### src/rtl/d_axi_master.sv
// d_axi_master
// ---------------------------------------------------------------------------
// Memory-side bridge for the L1 data cache. Converts the cache's D interface
// into AXI4 master transactions:
//   - read miss    -> one BURST_BEATS-beat INCR read burst
//   - write-through -> one single-beat AXI write (AW + W + B)
//
// Ports
//   clk, rst                 clock, synchronous active-high reset
//   D_req_read               read request, held by the cache until last beat
//   D_addr / D_in / D_strb   address, write data, active-low byte enables
//                            (D_strb == 4'hF means "no write")
//   D_out                    read beat data, valid while D_wait is low
//   D_wait                   low for one cycle per completed beat / write
//   AR*/R*/AW*/W*/B*         AXI4 master channels
//   state_dbg, beat_cnt_dbg  FSM state and beat counter for observation
//
// Optional build macro D_AXI_PERF_EN adds perf_rd_bursts, perf_wr_cnt,
// perf_stall_cyc (saturating) and err_sticky.
//
// Handshake rule: a transfer happens on a rising clk edge where VALID and
// READY are both high; VALID and its payload stay stable until that edge.
// ---------------------------------------------------------------------------
module d_axi_master #(
    parameter  int              ID_W        = 4,
    parameter  logic [ID_W-1:0] MST_ID      = ID_W'(1),
    parameter  int              BURST_BEATS = 4,
    localparam int              CNT_W       = (BURST_BEATS > 1) ? $clog2(BURST_BEATS) : 1
) (
    input  logic             clk,
    input  logic             rst,
    input  logic             D_req_read,
    input  logic [31:0]      D_addr,
    input  logic [31:0]      D_in,
    input  logic [3:0]       D_strb,
    output logic [31:0]      D_out,
    output logic             D_wait,
    output logic [ID_W-1:0]  ARID,
    output logic [31:0]      ARADDR,
    output logic [3:0]       ARLEN,
    output logic [2:0]       ARSIZE,
    output logic [1:0]       ARBURST,
    output logic             ARVALID,
    input  logic             ARREADY,
    input  logic [ID_W-1:0]  RID,
    input  logic [31:0]      RDATA,
    input  logic [1:0]       RRESP,
    input  logic             RLAST,
    input  logic             RVALID,
    output logic             RREADY,
    output logic [ID_W-1:0]  AWID,
    output logic [31:0]      AWADDR,
    output logic [3:0]       AWLEN,
    output logic [2:0]       AWSIZE,
    output logic [1:0]       AWBURST,
    output logic             AWVALID,
    input  logic             AWREADY,
    output logic [31:0]      WDATA,
    output logic [3:0]       WSTRB,
    output logic             WLAST,
    output logic             WVALID,
    input  logic             WREADY,
    input  logic [ID_W-1:0]  BID,
    input  logic [1:0]       BRESP,
    input  logic             BVALID,
    output logic             BREADY,
    output logic [2:0]       state_dbg,
    output logic [CNT_W-1:0] beat_cnt_dbg
`ifdef D_AXI_PERF_EN
    ,
    output logic [31:0]      perf_rd_bursts,
    output logic [31:0]      perf_wr_cnt,
    output logic [31:0]      perf_stall_cyc,
    output logic             err_sticky
`endif
);

    localparam logic [2:0] IDLE = 3'd0;
    localparam logic [2:0] AR   = 3'd1;
    localparam logic [2:0] R    = 3'd2;
    localparam logic [2:0] WR   = 3'd3;
    localparam logic [2:0] B    = 3'd4;

    localparam logic [CNT_W-1:0] LAST_BEAT = CNT_W'(BURST_BEATS - 1);
    localparam logic [1:0]       INCR      = 2'b01;

    logic [2:0]       state;
    logic [31:0]      addr_q;
    logic [31:0]      data_q;
    logic [3:0]       strb_q;
    logic [CNT_W-1:0] beat_cnt;
    logic             aw_done;
    logic             w_done;

    logic r_beat;   // read beat transferred this cycle
    logic b_done;   // write response accepted this cycle
    logic last_beat;

    assign r_beat    = (state == R) && RVALID;
    assign b_done    = (state == B) && BVALID;
    assign last_beat = (beat_cnt == LAST_BEAT);

    // Address / data channels are driven only from captured registers.
    assign ARID    = MST_ID;
    assign ARADDR  = addr_q;
    assign ARLEN   = 4'(BURST_BEATS - 1);
    assign ARSIZE  = 3'b010;
    assign ARBURST = INCR;
    assign ARVALID = (state == AR);
    assign RREADY  = (state == R);

    assign AWID    = MST_ID;
    assign AWADDR  = addr_q;
    assign AWLEN   = 4'd0;
    assign AWSIZE  = 3'b010;
    assign AWBURST = INCR;
    assign AWVALID = (state == WR) && !aw_done;
    assign WDATA   = data_q;
    assign WSTRB   = ~strb_q;
    assign WLAST   = 1'b1;
    assign WVALID  = (state == WR) && !w_done;
    assign BREADY  = (state == B);

    // Read data passes straight through so the cache sees it in the beat cycle.
    assign D_out  = r_beat ? RDATA : 32'h0;
    assign D_wait = !(r_beat || b_done);

    assign state_dbg    = state;
    assign beat_cnt_dbg = beat_cnt;

    always_ff @(posedge clk) begin
        if (rst) begin
            state    <= IDLE;
            addr_q   <= 32'h0;
            data_q   <= 32'h0;
            strb_q   <= 4'h0;
            beat_cnt <= '0;
            aw_done  <= 1'b0;
            w_done   <= 1'b0;
        end else begin
            case (state)
                IDLE: begin
                    addr_q  <= D_addr;
                    data_q  <= D_in;
                    strb_q  <= D_strb;
                    aw_done <= 1'b0;
                    w_done  <= 1'b0;
                    if (D_req_read)
                        state <= AR;
                    else if (D_strb != 4'hF)
                        state <= WR;
                end
                AR: begin
                    if (ARREADY) begin
                        state    <= R;
                        beat_cnt <= '0;
                    end
                end
                R: begin
                    // Burst end is decided by the beat count; RLAST is ignored.
                    if (RVALID) begin
                        if (last_beat) begin
                            beat_cnt <= '0;
                            state    <= IDLE;
                        end else begin
                            beat_cnt <= beat_cnt + 1'b1;
                        end
                    end
                end
                WR: begin
                    if (AWVALID && AWREADY) aw_done <= 1'b1;
                    if (WVALID && WREADY)   w_done  <= 1'b1;
                    // Both flags are registered, so B is entered the cycle
                    // after the later of the two handshakes.
                    if (aw_done && w_done) state <= B;
                end
                B: begin
                    if (BVALID) state <= IDLE;
                end
                default: state <= IDLE;
            endcase
        end
    end

`ifdef D_AXI_PERF_EN
    always_ff @(posedge clk) begin
        if (rst) begin
            perf_rd_bursts <= 32'h0;
            perf_wr_cnt    <= 32'h0;
            perf_stall_cyc <= 32'h0;
            err_sticky     <= 1'b0;
        end else begin
            if (r_beat && last_beat && perf_rd_bursts != 32'hFFFF_FFFF)
                perf_rd_bursts <= perf_rd_bursts + 32'd1;
            if (b_done && perf_wr_cnt != 32'hFFFF_FFFF)
                perf_wr_cnt <= perf_wr_cnt + 32'd1;
            if (state != IDLE && D_wait && perf_stall_cyc != 32'hFFFF_FFFF)
                perf_stall_cyc <= perf_stall_cyc + 32'd1;
            if ((r_beat && (RRESP != 2'b00 || RLAST != last_beat)) ||
                (b_done && BRESP != 2'b00))
                err_sticky <= 1'b1;
        end
    end
`endif

    // Response IDs are not checked: one master ID, in-order responses.
    logic unused_inputs;
    assign unused_inputs = ^{RID, BID, RRESP, BRESP, RLAST};

endmodule
### config.mk
export PLATFORM = sky130hd
export DESIGN_NAME = d_axi_master
export DESIGN_NICKNAME = d
export VERILOG_FILES = /design/src/rtl/d_axi_master.sv
export SDC_FILE = /design/constraint.sdc
export NUM_CORES = 1
export LEC_CHECK = 0
export CAP_MARGIN = 20
export CORE_MARGIN = 5
export CORE_UTILIZATION = 33
export CTS_BUF_LIST = sky130_fd_sc_hd__clkbuf_16
export CTS_CLUSTER_SIZE = 8
export DETAILED_ROUTE_END_ITERATION = 16
export PLACE_DENSITY = 0.85
export SYNTH_ARGS = -nofsm -noshare
export SYNTH_HDL_FRONTEND = slang
export SYNTH_SLANG_ARGS = --single-unit
### constraint.sdc
create_clock -name clk -period 1.9 [get_ports clk]
set_clock_uncertainty 0.1 [all_clocks]
set_input_delay 0.475 -clock clk [delete_from_list [all_inputs] [get_ports clk]]
set_output_delay 0.475 -clock clk [all_outputs]
set_load 0.005 [all_outputs]
Word-level counts from Yosys, hierarchy flattened --
Index checks and enable logic that the tools add are counted.
Storage, ports and cells: bits in registers 75, input bits 121, output and inout port bits 170, word-level logic and storage cells 58
Cells by class: add/subtract/negate cells 1, equal/unequal tests 14, muxes and demuxes 17, bitwise gates (word level) 1, reductions and logical operators 18
Operators with widths (count):
- $mux 32 | 1
- $mux 3 | 7
- $pmux 3 s5 | 1
- $ne 2x1->1 const B | 5
- $logic_and 1x1->1 | 7
- $eq 3x2->1 const B | 2
- $mux 2 | 3
- $reduce_and 6->1 | 1
- $ne 2x2->1 const B | 2
- $ne 4x4->1 const B | 1
- $not 4->4 | 1
- $pmux 1 s2 | 2
- $pmux 2 s2 | 1
- $reduce_and 2->1 | 2
- $reduce_bool 2->1 | 2
- $eq 3x1->1 const B | 1
- $eq 3x3->1 const B | 1
- $logic_not 1->1 | 3
- $logic_not 3->1 | 1
- $ne 3x3->1 const B | 1
- $reduce_and 3->1 | 1
- $add 2x1->2 const B | 1
- $eq 2x2->1 const B | 1
- $mux 1 | 2
- $logic_or 1x1->1 | 1

Logic depth before layout (Yosys ltp) --
depth in word-level cells 5, mapped depth 6, depth with buffers taken out 5

Worst setup path after synthesis --
Ideal clock, no wire load.
path kind register to output, start register state[2], in the netlist state_dbg[2], end output port D_out[23], data arrival time 1211 ps, required time 1325 ps, path slack 114 ps, stages on the path, launching flop included 5, path buffers 2, cell sequence dfxtp_1 buf_4 nor3b_2 buf_2 and3_1
Between the ends: cells in the longest elaborated chain, start to end 3
RTL lines:
- start: declaration | line 87 | logic [2:0] state;
- start signal: assignment | line 133 | state <= IDLE;
- start signal: assignment | line 149 | state <= AR;
- start signal: assignment | line 151 | state <= WR;
- $eq 3x2->1
- via RREADY | line 50 | output logic RREADY,
- $logic_and 1x1->1 | line 99 | assign r_beat = (state == R) && RVALID;
- $mux 32 | line 125 | assign D_out = r_beat ? RDATA : 32'h0;
- end: declaration | line 36 | output logic [31:0] D_out,
The timed path passes the listed nets, and every way through them passes these cells.

Final worst setup path --
start register state[0], in the netlist state_dbg[0], end output port D_out[2]
Between the ends: cells in the longest elaborated chain, start to end 3
RTL lines (line):
- $eq 3x2->1 | 99
- $logic_and 1x1->1 | 99
- $mux 32 | 125
No other way between the ends.

==> reports/results.tsv <==
stage	metric	value	unit
flow_run	maxcap violations	0	
critical_path	Data required, critical path	1.32	ns
route	drt pass-1 iters	4	
yosys	flops & latches, synth	75	
final_layout	Area Overhead vs Synth	87.9	%
clock_network	Root Driver	clkbuf_16	
global_routing	number of global-route vias before repair	3772	
yosys	Syn Area/Cell	7.67	um2
placement	Post-DP Area	5850	um2
clock_network	TritonCTS buffer count	9	
power_and_ir_drop	Seq pwr share	0.268	
global_routing	first-pass GRT wire length	20200	um
final_layout	post-layout instance area	6570	um2
clock_network	clock sinks	75	
route	DRC Markers	0	
clock_network	Clock Latency Late Sink	0.32	ns
power_and_ir_drop	Net Sw Frac	0.341	
final_layout	commonest non-fill, non-tap cell in the layout	clkdlybuf4s50_1	
route	final WL	13500	um
route	wire per inst	16.1	um
die	DIE AREA	12800	um2
global_routing	initial antenna violation count	0	
final_layout	fin cells	836	
critical_path	most frequent CP cell	buf_6	
yosys	Synth Cell Area	3500	um2
timing	slack of the critical path	-0.226	ns
die	DIE WIDTH	113	um
timing	min cycle time layout	2.13	ns
route	Final ANT Viol Nets	0	
power_and_ir_drop	Clk network pwr share	0.202	
clock_network	Clk pin slew, worst setup/hold paths	0.06	ns
critical_path	Worst path slowest cell	dfxtp_2	
die	io pins	291	
critical_path	Top Family by Delay on Critical Path	buffers and inverters	
route	DR vias/cell	4.62	
power_and_ir_drop	cell area power density	1320	nW/um2
die	Placeable Area	10300	um2
timing	Final Hold Viols	0	
timing	Slew Limit Fails	0	
die	FP Rows	37	
global_routing	all-layer global routing usage	0.195	
clock_network	CTS tree	done	
critical_path	CP max stage delay	0.33	ns
yosys	synth unique cells	34	
placement	Placer Congestion	0.787	
outcome	status	complete, but fails checks	
critical_path	Crit. End Element	output port	
power_and_ir_drop	NetSw	2.95	mW
critical_path	CP bufs+invs	4	
outcome	violated checks	setup timing	
yosys	sequential fraction of the synthesis area	0.429	
yosys	Cells after Synth	456	
critical_path	Worst Setup Start Kind	register	
timing	RSZ-0062 raised after global routing	true	
critical_path	Setup Crit Path Kind	reg -> out	
route	first-iteration detailed-routing DRC count	276	
final_layout	Layout Nets	818	
die	die height	113	um
clock_network	H-tree Lvls	3	
critical_path	CP cell instances	nor3b_4, buf_6, buf_12, buf_6, and3_1, buf_2	
power_and_ir_drop	P_int	5.71	mW
final_layout	ant diodes	0	
final_layout	Final Util	0.636	
critical_path	Data arrival, critical path	1.55	ns
critical_path	peak fanout along the critical path	7	
timing	Max Clk Rate	0.470	GHz
clock_network	CTS max path bufs	2	
placement	post-place setup slack	-0.545	ns
timing	Final period util	1.12	
placement	hpwl dp	9410	um
placement	placed insts	795	
timing	hold_ws	0.352	ns
worst_hold_path	HP Class	reg -> reg	
final_layout	share of cells above drive strength 1	0.190	
placement	Port Buffers	250	
clock_network	Hold Buf Count CTS	0	
yosys	Synthesis Warnings	0	
die	Initial Util	0.339	
route	via count	3863	
power_and_ir_drop	Worst VDD drop	0.667	mV
timing	Setup violations, final	35	
global_routing	largest net degree at the start of global routing	77	
final_layout	commonest non-fill, non-tap cells in the layout	208 x clkdlybuf4s50_1, 136 x nand2_1, 72 x dfxtp_1, 72 x a21oi_1, 28 x buf_6	
global_routing	gr ovfl total	0	
power_and_ir_drop	Leak	2.76	nW
power_and_ir_drop	Comb power frac	0.530	
==> per-stage QoR <==
stage	total power [mW]	TNS, ns
final	8.66	-4.78
after CTS	8.64	-5.16
after detailed placement	6.29	-18.53
after global routing	9.22	-7.21
after floorplan	4.32	0
after global placement	6.14	-16.35
==> routing by layer <==
metal,part of all wire,GRT usage
met4,0.016,0.0537
met3,0.082,0.0599
met5,0,0
met2,0.52,0.357
met1,0.38,0.219
==> area by class of cell <==
class                   count  area, um2
clock buffers               9        225
clock inverters             6       81.3
fillers                   832       3750
inverters                   5       18.8
multi-input cells         310       1640
flip-flops and latches     75       1510
well taps                 136        170
repair buffers            295       2930
==> cells in the mapped netlist <==
master,number,share of area
inv_1,5,0.0054
or3_1,1,0.0018
ha_1,1,0.0036
a21oi_1,72,0.10
a31oi_1,2,0.0036
conb_1,2,0.0021
mux2_4,1,0.0043
and2_1,2,0.0036
o21ba_1,1,0.0029
a22oi_1,1,0.0021
nand2b_1,2,0.0036
nor3b_1,2,0.0043
nor3_2,1,0.0029
nand2_1,137,0.15
buf_6,1,0.0032
o31ai_1,1,0.0021
nand3_2,1,0.0029
mux2i_1,2,0.0057
nor4b_1,2,0.0050
a41oi_1,1,0.0025
buf_2,5,0.0072
and3_1,32,0.057
nand3b_1,2,0.0043
clkbuf_1,20,0.021
buf_4,63,0.14
nand3_1,2,0.0029
nor2_1,5,0.0054
dfxtp_1,75,0.43
clkbuf_2,2,0.0029
o21ai_0,4,0.0057
nor3_1,1,0.0014
nor3b_2,1,0.0036
nor2b_1,5,0.0089
a2111oi_0,1,0.0025
==> worst paths after layout <==
check / slack (ns) / endpoint / cells after the start / startpoint
setup / recovery: -0.23 / D_out[2] / 6 / state_dbg[0]
hold / removal: 0.35 / WDATA[18] / 2 / WDATA[18]
hold reg to reg: 0.35 / WDATA[18] / 2 / WDATA[18]
setup reg to reg: 0.07 / state_dbg[1] / 8 / state_dbg[1]
==> worst reg2reg max path, delay by kind of cell, from the launching register on <==
kind	cells	cell delay (ns)
compound gates	1	0.04
simple gates	2	0.39
mux	1	0.30
flops	1	0.32
buf+inv	4	0.56
==> power groups by stage <==
stage	sequential, mW	clock (mW)	combinational, mW
2_1_floorplan	2.35	0	1.96
3_3_place_gp	2.31	0	3.84
3_5_place_dp	2.35	0	3.94
4_1_cts	2.32	1.80	4.52
5_1_grt	2.39	1.87	4.95
6_report	2.32	1.75	4.59
==> state kept, by name, indices dropped and copies added, names as in the netlist <==
signal and cells:
strb_q 4, aw_done 1, state_dbg 3, w_done 1
beat_cnt_dbg 2, WDATA 32, ARADDR 32
==> what timing repair did <==
action,4_1_cts,5_1_grt
gates resized for setup,201,27
setup endpoints to repair,41,92
pin swaps,13,11
gates cloned,4,0
buffers inserted,19,6
==> logic make-up after synthesis <==
family / share of synthesized area
mux: 0.0100
simple gates: 0.255
other cells: 0.00215
fa+ha+maj: 0.00358
buf+inv: 0.175
flops: 0.429
compound gates: 0.125
No activity file was read; power rests on OpenSTA's default activity.
